$ cat src/rtl/terrain_pkg.sv
// Shared types and default widths for the terrain generator and the terrain height store.
package terrain_pkg;
  typedef enum logic [1:0] {TG_IDLE, TG_SEED, TG_WALK, TG_DONE} tg_state_t;

  localparam int TG_SLOPE_MAX = 4;
  localparam int TG_HEIGHT_W  = 9;
  localparam int TG_ADDR_W    = 10;
endpackage

$ cat src/rtl/tg_clamp.sv
// Saturating clamp from a signed sum onto an unsigned height range [MIN_V, MAX_V].
module tg_clamp #(
  parameter int IN_W  = 11,
  parameter int OUT_W = 9,
  parameter int MIN_V = 64,
  parameter int MAX_V = 400
) (
  input  logic signed [IN_W-1:0] din,
  output logic [OUT_W-1:0]       dout
);
  localparam logic signed [IN_W-1:0] LO = IN_W'(MIN_V);
  localparam logic signed [IN_W-1:0] HI = IN_W'(MAX_V);

  function automatic logic [OUT_W-1:0] sat_range(input logic signed [IN_W-1:0] v);
    if (v < LO) return OUT_W'(MIN_V);
    if (v > HI) return OUT_W'(MAX_V);
    return v[OUT_W-1:0];
  endfunction

  assign dout = sat_range(din);
endmodule

$ cat src/rtl/terrain_gen.sv
// Terrain height generator: clamped random walk over NUM_COLS columns, one registered write per column.
// Build option TERRAIN_SMOOTH_EN writes the 2-tap average of consecutive walk heights instead of the raw walk.
module terrain_gen
  import terrain_pkg::*;
#(
  parameter int NUM_COLS = 640,
  parameter int ADDR_W   = TG_ADDR_W,
  parameter int HEIGHT_W = TG_HEIGHT_W,
  parameter int MIN_H    = 64,
  parameter int MAX_H    = 400,
  parameter int BASE_H   = 160
) (
  input  logic                Clk,
  input  logic                Reset_n,
  input  logic                start,
  input  logic [9:0]          rng,
  input  logic                wr_ready,
  output logic                we,
  output logic [ADDR_W-1:0]   write_addr,
  output logic [HEIGHT_W-1:0] terrain_height,
  output logic                busy,
  output logic                done
);
  localparam int SW = HEIGHT_W + 2;
  localparam logic [ADDR_W-1:0]   LAST_COL    = ADDR_W'(NUM_COLS - 1);
  localparam logic signed [SW-1:0] MIN_S      = SW'(MIN_H);
  localparam logic signed [SW-1:0] MAX_S      = SW'(MAX_H);
  localparam logic signed [SW-1:0] SLOPE_LIM  = SW'(TG_SLOPE_MAX);
  localparam logic signed [3:0]    SLOPE_HI   = 4'(TG_SLOPE_MAX);
  localparam logic signed [3:0]    SLOPE_LO   = 4'(-TG_SLOPE_MAX);

  tg_state_t             state, state_n;
  logic [ADDR_W-1:0]     col, col_n;
  logic signed [3:0]     slope, slope_n, slope_c;
  logic [HEIGHT_W-1:0]   h, h_n, seed_h, walk_h, out_h;
  logic signed [SW-1:0]  seed_sum, step_d, walk_sum;
  logic                  walk_clamped;
  logic                  accept;
  logic                  unused_rng;

  function automatic logic signed [3:0] sat_slope(input logic signed [SW-1:0] v);
    if (v > SLOPE_LIM)  return SLOPE_HI;
    if (v < -SLOPE_LIM) return SLOPE_LO;
    return v[3:0];
  endfunction

  assign unused_rng = &{1'b0, rng[9:7]};
  assign accept     = (state == TG_WALK) && wr_ready;

  // Step is rng[1:0] as two's complement; 3'b110 is pulled from -2 to -1 to offset the downward bias.
  always_comb begin
    step_d = SW'($signed(rng[1:0]));
    if (rng[2:0] == 3'b110) step_d = SW'(-1);
    slope_c  = sat_slope(SW'(slope) + step_d);
    walk_sum = $signed({2'b00, h}) + SW'(slope_c);
  end

  assign seed_sum     = SW'(BASE_H) + $signed(SW'(rng[6:0]));
  assign walk_clamped = (walk_sum < MIN_S) || (walk_sum > MAX_S);

  tg_clamp #(.IN_W(SW), .OUT_W(HEIGHT_W), .MIN_V(MIN_H), .MAX_V(MAX_H)) u_seed_clamp (
    .din  (seed_sum),
    .dout (seed_h)
  );

  tg_clamp #(.IN_W(SW), .OUT_W(HEIGHT_W), .MIN_V(MIN_H), .MAX_V(MAX_H)) u_walk_clamp (
    .din  (walk_sum),
    .dout (walk_h)
  );

  always_comb begin
    state_n = state;
    col_n   = col;
    slope_n = slope;
    h_n     = h;
    case (state)
      TG_IDLE: if (start) state_n = TG_SEED;
      TG_SEED: begin
        h_n     = seed_h;
        col_n   = '0;
        slope_n = '0;
        state_n = TG_WALK;
      end
      TG_WALK: if (accept) begin
        col_n   = col + 1'b1;
        h_n     = walk_h;
        slope_n = walk_clamped ? 4'sd0 : slope_c;
        if (col == LAST_COL) state_n = TG_DONE;
      end
      TG_DONE: state_n = TG_IDLE;
      default: state_n = TG_IDLE;
    endcase
  end

`ifdef TERRAIN_SMOOTH_EN
  logic [HEIGHT_W-1:0] h_prev, h_prev_n;

  function automatic logic [HEIGHT_W-1:0] avg2(input logic [HEIGHT_W-1:0] a,
                                               input logic [HEIGHT_W-1:0] b);
    logic [HEIGHT_W:0] s;
    s = {1'b0, a} + {1'b0, b};
    return s[HEIGHT_W:1];
  endfunction

  assign h_prev_n = accept ? h : h_prev;
  assign out_h    = (col_n == '0) ? h_n : avg2(h_n, h_prev_n);

  always_ff @(posedge Clk or negedge Reset_n) begin
    if (!Reset_n) h_prev <= '0;
    else          h_prev <= h_prev_n;
  end
`else
  assign out_h = h_n;
`endif

  always_ff @(posedge Clk or negedge Reset_n) begin
    if (!Reset_n) begin
      state <= TG_IDLE;
      col   <= '0;
      slope <= '0;
      h     <= '0;
    end else begin
      state <= state_n;
      col   <= col_n;
      slope <= slope_n;
      h     <= h_n;
    end
  end

  // Outputs are registered from next-state values so a write appears the cycle after it is decided.
  always_ff @(posedge Clk or negedge Reset_n) begin
    if (!Reset_n) begin
      we             <= 1'b0;
      write_addr     <= '0;
      terrain_height <= '0;
      busy           <= 1'b0;
      done           <= 1'b0;
    end else begin
      we         <= (state_n == TG_WALK);
      busy       <= (state_n == TG_SEED) || (state_n == TG_WALK);
      done       <= (state_n == TG_DONE);
      write_addr <= (state_n == TG_WALK) ? col_n : '0;
      if (state_n == TG_WALK) terrain_height <= out_h;
    end
  end
endmodule

$ cat config.mk
export PLATFORM = sky130hd
export DESIGN_NAME = terrain_gen
export DESIGN_NICKNAME = d
export VERILOG_FILES = /design/src/rtl/terrain_pkg.sv /design/src/rtl/tg_clamp.sv /design/src/rtl/terrain_gen.sv
export SDC_FILE = /design/constraint.sdc
export NUM_CORES = 1
export LEC_CHECK = 0
export CAP_MARGIN = 40
export CELL_PAD_IN_SITES_DETAIL_PLACEMENT = 1
export CELL_PAD_IN_SITES_GLOBAL_PLACEMENT = 2
export CORE_MARGIN = 10
export CORE_UTILIZATION = 38
export DETAILED_ROUTE_END_ITERATION = 16
export HOLD_SLACK_MARGIN = 0.05
export MAX_ROUTING_LAYER = met4
export PLACE_DENSITY = 0.93
export SETUP_SLACK_MARGIN = 0.02
export SYNTH_ARGS = -nofsm -noshare
export SYNTH_HDL_FRONTEND = slang
export SYNTH_SLANG_ARGS = --single-unit
$ cat constraint.sdc
create_clock -name Clk -period 9 [get_ports Clk]
set_input_delay 1.8 -clock Clk [delete_from_list [all_inputs] [get_ports Clk]]
set_output_delay 1.8 -clock Clk [all_outputs]
set_load 0.02 [all_outputs]
**Word-level counts from Yosys, hierarchy flattened**

Cells that the tools add are included.
W data, S select, Z words.

- Add/subtract/negate cells: 4
- Order comparisons: 6
- Eq/ne operators: 9
- Mux-type cells: 34
- Reductions and logical operators: 6

Operator list:

| kind | number |
|---|---|
| $mux W9 | 9 |
| $mux W4 | 6 |
| $mux W10 | 2 |
| $pmux W10 S2 | 1 |
| $pmux W9 S2 | 1 |
| $add A10 B4 Y11 | 1 |
| $add A4 B11 Y11 | 1 |
| $gt A11 B10 Y1 const B | 1 |
| $gt A11 B4 Y1 const B | 1 |
| $lt A11 B3 Y1 const B | 1 |
| $lt A11 B8 Y1 const B | 1 |
| $mux W11 | 1 |
| $add A10 B1 Y10 const B | 1 |
| $eq A10 B10 Y1 const B | 1 |
| $add A8 B7 Y9 const A | 1 |
| $gt A9 B9 Y1 const B | 1 |
| $lt A9 B7 Y1 const B | 1 |
| $mux W1 | 9 |
| $eq A2 B2 Y1 const B | 4 |
| $pmux W2 S4 | 1 |
| $pmux W4 S2 | 1 |
| $mux W2 | 3 |
| $eq A2 B1 Y1 const B | 2 |
| $eq A3 B3 Y1 const B | 1 |
| other kinds (6) | 7 |

- Register bits: 47
- Bits of input ports: 14
- Output and inout bits: 22
- Word-level logic and storage cells: 68

**Logic depth before layout (Yosys ltp)**

Gate-level depths: netlist of the first run.

- Depth in word-level cells: 16
- Depth in mapped cells: 25
- Gate-level depth less buffers: 24

**Cells and area by module**

From an unflattened synthesis of the first run, not the netlist that was laid out.

- Cell total of the unflattened synthesis: 329
- Area, all modules: 3,111.7 µm²

By module, submodules not included:

| module | instances | cells each | area an instance (µm²) |
|---|---|---|---|
| terrain_gen | 1 | 279 | 2,783.9 |
| tg_clamp | 2 | 25 | 163.9 |

**Least setup slack after synthesis of the first run**

Ideal clock, no wire load.

- Path type: input -> register
- From: input port rng[2]
- To: register terrain_height[5]
- Data arrival time: 6,388 ps
- Required time: 8,875 ps
- Slack: 2,487 ps
- Stages on the path: 23
- Buffers on the path: 1
- Path through: a21o_1 -> ha_1 -> inv_1 -> fa_1 -> nor2b_1 -> o21a_1 -> nor2_1 -> fa_1 -> nor3_1 -> nand4_1 -> o211ai_1 -> o21ai_0 -> or2_2 -> ha_1 -> a2111oi_4 -> and2_4 -> nand3_4 -> nor4b_4 -> a21o_1 -> a311o_1 -> buf_6 -> a31o_1 -> mux2_4

- Word-level cells in the longest chain between the ends: 16
- Elaborated cells between the ends (all ways): 31
- Those cells by class: add/sub (3); order compare (6); eq/ne (1); mux (21)

Ends and longest elaborated chain:

| what | RTL line | text |
|---|---|---|
| start, declared | terrain_gen.sv:16 | `input logic [9:0] rng,` |
| $eq A3 B3 Y1 | terrain_gen.sv:53 | `if (rng[2:0] == 3'b110) step_d = SW'(-1);` |
| $mux W11 | terrain_gen.sv:53 |  |
| $add A4 B11 Y11 | terrain_gen.sv:54 | `slope_c = sat_slope(SW'(slope) + step_d);` |
| $lt A11 B3 Y1 | terrain_gen.sv:43 | `if (v < -SLOPE_LIM) return SLOPE_LO;` |
| $mux W1 (2 in a row) | terrain_gen.sv:43 |  |
| $mux W4 | terrain_gen.sv:44 | `return v[3:0];` |
| $mux W4 | terrain_gen.sv:43 |  |
| $add A10 B4 Y11 | terrain_gen.sv:55 | `walk_sum = $signed({2'b00, h}) + SW'(slope_c);` |
| $gt A11 B10 Y1 | tg_clamp.sv:16 | `if (v > HI) return OUT_W'(MAX_V);` |
| $mux W1 (2 in a row) | tg_clamp.sv:16 |  |
| $mux W9 | tg_clamp.sv:17 | `return v[OUT_W-1:0];` |
| $mux W9 | tg_clamp.sv:16 |  |
| $mux W9 | terrain_gen.sv:84 | `TG_WALK: if (accept) begin` |
| $pmux W9 S2 * | terrain_gen.sv:76 | `case (state)` |
| net h_n[5] | terrain_gen.sv:35 | `logic [HEIGHT_W-1:0] h, h_n, seed_h, walk_h, out_h;` |
| end signal, assigned | terrain_gen.sv:143 | `if (state_n == TG_WALK) terrain_height <= out_h;` |
| end, declared | terrain_gen.sv:20 | `output logic [HEIGHT_W-1:0] terrain_height,` |

Mark *: on every way through the listed nets, which the timed path passes. The rest lies on a longest branch. The select of a mux whose other input is x is not followed.
A chain may end at the register's enable or synchronous reset.

**Worst setup path in the final report of the first run**

- From: input port rng[1]
- To: register terrain_height[5]

Same word-level chain as after synthesis.

==> results.tsv, run 1 <==
stage	metric	value	unit
detailed_routing	Via Count	2587	
worst_setup_path	cell depth of the worst setup path	23	
placement	Inst Count DP	446	
sta	Setup TNS	0	ps
yosys	Synth Instances	329	
placement	dpl ws	1060	ps
worst_setup_path	reg-to-reg slack, setup	3330	ps
floorplan	Initial Utilization	39.1	%
global_routing	initial antenna violation count	0	
worst_setup_path	CP max FO	9	
clock_network	hold_buf cts	0	
detailed_routing	drt first-iter violations	133	
detailed_routing	Via-to-Cell Ratio	5.70	
placement	gpl congestion	0.833	
clock_network	clock buffer count from CTS	5	
worst_setup_path	Max stage delay on crit path	680	ps
global_routing	GRT Residual Overflow	0	
yosys	Synth top area share	38.7	%
detailed_routing	DRC violations left	0	
worst_setup_path	worst path cell trace	clkdlybuf4s50_1 -> a21o_1 -> ha_1 -> inv_1 -> fa_1 -> nor2b_1 -> o21a_1 -> nor2_1 -> fa_1 -> nor3_1 -> nand4_1 -> o211ai_1 -> o21ai_0 -> or2_2 -> ha_1 -> a2111oi_4 -> and2_4 -> nand3_4 -> nor4b_4 -> a21o_1 -> a311o_1 -> a31o_1 -> mux2_4	
detailed_routing	1st-pass router iterations	4	
power_and_ir_drop	Logic pwr share	56.0	%
clock_network	clock root cell	clkbuf_8	
yosys	Seq/Total Area, Yosys	38.7	%
floorplan	Die Width	109	um
sta	hold slack	506	ps
floorplan	Die ar.	12000	um2
sta	pins over their slew limit	0	
worst_setup_path	arrival time at the worst endpoint	7840	ps
layout	fin cells	454	
worst_setup_path	critical path endpoint category	flop	
global_routing	largest net degree at the start of global routing	30	
sta	final setup fails	0	
floorplan	I/O pin count	36	
worst_setup_path	CP top delay family	compound AO/OA/AOI/OAI gates	
yosys	cell taking the most area after synthesis	dfrtp_1	
worst_setup_path	Critical path origin	rng[1]	
layout	commonest non-fill, non-tap cell in the layout	dfrtp_1	
worst_setup_path	Worst Setup EP	terrain_height[5]$_DFFE_PN0P_	
clock_network	postcts setup bufs	0	
hold_path	Hold Crit Class	flop to flop	
job	Max-Cap Viols	0	
placement	input/output buffers	32	
worst_setup_path	Required @ worst endpoint	9200	ps
floorplan	core area	7770	um2
layout	share of cells above drive strength 1	7.10	%
yosys	main area contributors after synthesis	dfrtp_1 39%, ha_1 5.8%, nor2_1 4.0%, nand2_1 2.8%, and2_1 2.7%	
sta	final hold violation count	0	
worst_setup_path	reg2reg end	terrain_height[5]$_DFFE_PN0P_	
detailed_routing	post-route ant nets	0	
yosys	prevailing post-synth register cell	dfrtp_1	
sta	shortest period the worst path allows	7640	ps
placement	DP Wirelength	6210	um
clock_network	H-tree depth	2	
global_routing	vias in the first global route	2868	
sta	Max-slew headroom	51.0	%
power_and_ir_drop	Internal	0.000602	W
yosys	Mapped Avg Cell Area	9.23	um2
power_and_ir_drop	Clock power frac	11.9	%
worst_setup_path	CP max-delay cell	clkdlybuf4s50_1	
yosys	Netlist cell types	55	
power_and_ir_drop	Sw Pwr	0.000523	W
worst_setup_path	Startpoint Class	input pin	
clock_network	# clock sinks	47	
floorplan	Die Ht	109	um
worst_setup_path	worst r2r path cells	21	
yosys	Post-synth EDFFs	0	
power_and_ir_drop	Leak	1.56	nW
sta	f_max	0.131	GHz
clock_network	post-CTS sizing	0	
power_and_ir_drop	PwrDens	318	nW/um2
sta	final worst-path cycle share	84.9	%
worst_setup_path	worst reg2reg path startpoint	slope[0]$_DFFE_PN0P_	
global_routing	GRT Total Usage	14.9	%
sta	RSZ-0062 raised after global routing	false	
outcome	run status	complete, no violations	
layout	most frequent cells in the layout	47 x dfrtp_1, 32 x nor2_1, 31 x clkdlybuf4s50_1	
clock_network	TritonCTS clock tree	yes	
detailed_routing	wire length per cell	18.1	um
yosys	fraction of registers with async set/reset	100	%
yosys	Post-Syn Nets	361	
power_and_ir_drop	Peak VDD IR	115	uV
power_and_ir_drop	Reg power frac	32.0	%
global_routing	first-pass GRT wire length	14200	um
layout	synthesis-to-finish area growth	16.4	%
yosys	post-synthesis register bit count	47	
yosys	Ys Warns	0	
worst_setup_path	CP bufs+invs	2	
clock_network	Worst-Skew Late Latency	310	ps
layout	antenna fix cells	0	
power_and_ir_drop	Pwr Total	0.00113	W
worst_setup_path	WS Path Type	input pin to flop	
sta	slew at the pin with the worst max-slew slack	727	ps
floorplan	# rows	32	
power_and_ir_drop	Sw Share	46.5	%
clock_network	Max Root-Sink Buffers	2	
detailed_routing	DRT Wirelength	8220	um
yosys	Mapped Area	3040	um2
sta	Worst Slack Setup Final	1360	ps
sta	Post-Route Skew	11.5	ps
clock_network	Worst-path clk slew	90	ps
layout	Final nets	383	
[through the flow]
stage / utilization (%) / area, um2
2_1_floorplan: - / 3040
3_3_place_gp: 43.6 / 3380
3_5_place_dp: 44.4 / 3450
4_1_cts: 45.5 / 3540
5_1_grt: 45.5 / 3540
6_report: 45.5 / 3540
[logic make-up (layout without fill, tap and decap cells)]
| kind of cell | after synthesis | count (layout) | synth area share [%] |
|---|---|---|---|
| and+or+nand+nor | 125 | 125 | 22.1 |
| AOI/OAI and AO/OA | 84 | 84 | 20.1 |
| DFF | 47 | 47 | 38.7 |
| buffers and inverters | 39 | 62 | 5.56 |
| adders and majority gates | 18 | 18 | 8.40 |
| xor gates and xnor gates | 9 | 9 | 2.59 |
| muxes | 7 | 7 | 2.59 |
[area by class of cell]
| cell class | count | area (um2) |
|---|---|---|
| fill | 917 | 4230 |
| multi-input combinational | 243 | 1690 |
| sequential | 47 | 1180 |
| timing repair buffer | 35 | 378 |
| tap | 102 | 128 |
| inverter | 19 | 71.3 |
| clock buffer | 5 | 68.8 |
| clock inverter | 3 | 22.5 |
[worst min-delay path by stage]
stage / from / end / cells past startpoint
after floorplan: slope[0]$_DFFE_PN0P_ / slope[0]$_DFFE_PN0P_ / 1
after global placement: slope[2]$_DFFE_PN0P_ / slope[2]$_DFFE_PN0P_ / 1
after detailed placement: slope[0]$_DFFE_PN0P_ / slope[0]$_DFFE_PN0P_ / 1
after CTS: slope[0]$_DFFE_PN0P_ / slope[0]$_DFFE_PN0P_ / 1
after global routing: slope[0]$_DFFE_PN0P_ / slope[0]$_DFFE_PN0P_ / 1
final: slope[2]$_DFFE_PN0P_ / slope[2]$_DFFE_PN0P_ / 1
[cells in the mapped netlist (all sizes together) (10+ instances only)]
cell and instances:
nand3 14, o21ai 16, and3 11, a31oi 10
ha 14, clkbuf 12, a21oi 11, dfrtp 47
and2 14, inv 19, nor2 32, nand2 23
[flip-flops by register name (all words and copies together), names as in the netlist]
name            flops
busy                1
col                10
done                1
h                   9
slope               4
state               2
terrain_height      9
we                  1
write_addr         10
[per-layer routing]
metal  routed length, um  global-route usage (%)
met3                 182                    1.99
met5                   0                       -
met1                3590                    17.6
met4                 127                    4.74
met2                4320                    25.8
[power by group through the flow]
stage / sequential (W) / combinational [W] / clock, W
after floorplan: 0.000354 / 0.000464 / 0
after global placement: 0.000360 / 0.000603 / 0
after detailed placement: 0.000364 / 0.000626 / 0
after CTS: 0.000361 / 0.000634 / 0.000138
after global routing: 0.000373 / 0.000702 / 0.000147
final: 0.000361 / 0.000631 / 0.000134
(Power assumes the default switching activity.)
==> run 2, diff against run 1 <==
--- a/config.mk
+++ b/config.mk
@@ -9,11 +9,11 @@
 export CELL_PAD_IN_SITES_DETAIL_PLACEMENT = 1
 export CELL_PAD_IN_SITES_GLOBAL_PLACEMENT = 2
 export CORE_MARGIN = 10
-export CORE_UTILIZATION = 38
+export CORE_UTILIZATION = 35
 export DETAILED_ROUTE_END_ITERATION = 16
 export HOLD_SLACK_MARGIN = 0.05
 export MAX_ROUTING_LAYER = met4
-export PLACE_DENSITY = 0.93
+export PLACE_DENSITY = 0.87
 export SETUP_SLACK_MARGIN = 0.02
 export SYNTH_ARGS = -nofsm -noshare
 export SYNTH_HDL_FRONTEND = slang
==> constraint.sdc (replaced) <==
create_clock -name Clk -period 7.3 [get_ports Clk]
set_input_delay 1.46 -clock Clk [delete_from_list [all_inputs] [get_ports Clk]]
set_output_delay 1.46 -clock Clk [all_outputs]
set_load 0.02 [all_outputs]
==> results.tsv, run 2 (synthesized netlist as in run 1, its figures left out) <==
stage	metric	value	unit	change
power_and_ir_drop	Leak	1.58	nW	+1.3%
floorplan	# rows	33		+3.1%
power_and_ir_drop	Sw Share	43.6	%	-2.9 points
outcome	run status	complete, no violations		
global_routing	GRT Residual Overflow	0		unchanged
floorplan	core area	8340	um2	+7.4%
sta	slew at the pin with the worst max-slew slack	744	ps	+16.7 ps
layout	Largest regs	col: 10 flops, write_addr: 10 flops		
worst_setup_path	Required @ worst endpoint	7480	ps	-1720 ps
power_and_ir_drop	Clock power frac	15.5	%	+3.6 points
floorplan	Die ar.	12800	um2	+7.0%
sta	final hold violation count	0		unchanged
global_routing	first-pass GRT wire length	13800	um	-3.1%
power_and_ir_drop	Logic pwr share	53.6	%	-2.4 points
sta	pins over their slew limit	0		unchanged
clock_network	TritonCTS clock tree	yes		
clock_network	Worst-path clk slew	80	ps	about the same
global_routing	vias in the first global route	2810		-2.0%
global_routing	GRT Total Usage	13.1	%	-1.8 points
detailed_routing	wire length per cell	17.8	um	-1.9%
detailed_routing	DRC violations left	0		unchanged
layout	Final nets	385		+0.52%
worst_setup_path	worst path cell trace	clkdlybuf4s50_1 -> a21o_1 -> ha_1 -> inv_1 -> fa_1 -> nor2b_1 -> o21a_1 -> nor2_1 -> fa_1 -> nor3_1 -> nand4_1 -> o211ai_1 -> o21ai_0 -> or2_2 -> ha_1 -> a2111oi_4 -> and2_4 -> nand3_4 -> nor4b_4 -> a21o_1 -> a311o_1 -> a31o_1 -> mux2_4		
floorplan	Die Ht	113	um	+3.4%
placement	input/output buffers	32		unchanged
hold_path	Hold Crit Class	flop to flop		
sta	Max-slew headroom	49.9	%	-1.1 points
worst_setup_path	Startpoint Class	input pin		
clock_network	postcts setup bufs	0		unchanged
worst_setup_path	Max stage delay on crit path	490	ps	-190 ps
detailed_routing	1st-pass router iterations	4		unchanged
power_and_ir_drop	Sw Pwr	0.000630	W	+20%
detailed_routing	drt first-iter violations	100		-25%
detailed_routing	DRT Wirelength	8150	um	-0.84%
placement	DP Wirelength	6200	um	about the same
layout	synthesis-to-finish area growth	18.0	%	
layout	post-route design area	3580	um2	+1.3%
worst_setup_path	arrival time at the worst endpoint	7070	ps	-770 ps
power_and_ir_drop	PwrDens	403	nW/um2	+27%
sta	final worst-path cycle share	94.3	%	
worst_setup_path	CP max-delay cell	clkdlybuf4s50_1		
layout	most frequent cells in the layout	47 x dfrtp_1, 32 x nor2_1, 31 x clkdlybuf4s50_1		
sta	final setup fails	0		unchanged
clock_network	# clock sinks	47		unchanged
layout	share of cells above drive strength 1	7.34	%	+0.24 points
clock_network	hold_buf cts	0		unchanged
layout	commonest non-fill, non-tap cell in the layout	dfrtp_1		
clock_network	clock root cell	clkbuf_8		
floorplan	Die Width	113	um	+3.4%
power_and_ir_drop	Peak VDD IR	176	uV	+52%
clock_network	H-tree depth	2		unchanged
clock_network	post-CTS sizing	0		unchanged
clock_network	clock buffer count from CTS	5		unchanged
worst_setup_path	CP max FO	9		unchanged
worst_setup_path	WS Path Type	input pin to flop		
detailed_routing	Via-to-Cell Ratio	5.58		-2.0%
global_routing	initial antenna violation count	0		unchanged
floorplan	Initial Utilization	36.4	%	-2.7 points
layout	antenna fix cells	0		unchanged
placement	Placed Area	3450	um2	+0.18%
detailed_routing	post-route ant nets	0		unchanged
global_routing	largest net degree at the start of global routing	29		-3.3%
sta	Setup TNS	0	ps	unchanged
clock_network	Worst-Skew Late Latency	300	ps	about the same
sta	f_max	0.145	GHz	
clock_network	Max Root-Sink Buffers	2		unchanged
detailed_routing	Via Count	2562		-0.97%
power_and_ir_drop	Reg power frac	30.8	%	-1.2 points
placement	gpl congestion	0.806		-3.2%
floorplan	I/O pin count	36		unchanged
worst_setup_path	critical path endpoint category	flop		
job	Max-Cap Viols	0		unchanged
sta	shortest period the worst path allows	6890	ps	
power_and_ir_drop	Internal	0.000815	W	+35%
sta	Post-Route Skew	9.71	ps	-1.82 ps
sta	RSZ-0062 raised after global routing	false		
-- run 2: final timing paths --
path / start / endpoint / slack (ps) / cells after the start
max in group asynchronous: Reset_n / write_addr[0]$_DFF_PN0_ / 5690 / 2
min in group asynchronous: Reset_n / write_addr[7]$_DFF_PN0_ / 1100 / 1
hold reg to reg: terrain_height[7]$_DFFE_PN0P_ / terrain_height[7]$_DFFE_PN0P_ / 510 / 1
hold / removal: terrain_height[7]$_DFFE_PN0P_ / terrain_height[7]$_DFFE_PN0P_ / 510 / 1
setup reg to reg: slope[0]$_DFFE_PN0P_ / terrain_height[5]$_DFFE_PN0P_ / 1810 / 21
setup / recovery: rng[2] / terrain_height[5]$_DFFE_PN0P_ / 410 / 23
-- run 2: final cells by class --
type,instances,area [um2]
clock inverters,2,60.1
well taps,105,131
inverters,19,71.3
fillers,959,4760
flip-flops and latches,47,1180
repair buffers,37,380
multi-input cells,243,1690
clock buffers,6,72.6
-- run 2: worst max-delay path: cells and delay by family --
kind	cells	cell delay (ps)
compound gates	8	1940
buf+inv	2	540
mux	1	260
fa+ha+maj	4	1400
simple gates	8	1460
-- run 2: routing by layer --
layer  global-route usage, %  share of wire [%]
met3                    1.90                2.0
met2                    23.1                 53
met5                       -                  0
met1                    15.3                 45
met4                    3.13               0.64
-- run 2: power groups by stage --
stage	registers [W]	clock network, W	logic [W]
final	0.000445	0.000224	0.000775
after CTS	0.000445	0.000229	0.000781
after global placement	0.000446	0	0.000752
after detailed placement	0.000450	0	0.000774
after floorplan	0.000437	0	0.000572
after global routing	0.000461	0.000240	0.000861
-- run 2: per-stage QoR --
step           hold WS (ps)  utilization [%]  setup WS (ps)  cells  total power (W)
2_1_floorplan           472                -           1130    329          0.00101
3_3_place_gp            494             40.8            230    448          0.00120
3_5_place_dp            500             41.4            115    451          0.00122
4_1_cts                 514             43.0            419    459          0.00145
5_1_grt                 534             43.0           26.2    459          0.00156
6_report                512             43.0            413    459          0.00144
==> run 3, diff against run 2 <==
--- a/config.mk
+++ b/config.mk
@@ -10,6 +10,7 @@
 export CELL_PAD_IN_SITES_GLOBAL_PLACEMENT = 2
 export CORE_MARGIN = 10
 export CORE_UTILIZATION = 35
+export CTS_CLUSTER_SIZE = 30
 export DETAILED_ROUTE_END_ITERATION = 16
 export HOLD_SLACK_MARGIN = 0.05
 export MAX_ROUTING_LAYER = met4
@@ -18,3 +19,4 @@
 export SYNTH_ARGS = -nofsm -noshare
 export SYNTH_HDL_FRONTEND = slang
 export SYNTH_SLANG_ARGS = --single-unit
+export TNS_END_PERCENT = 50
==> results of run 3 <==
Same layout as run 2: the final DEF is identical, and so are final timing and power.
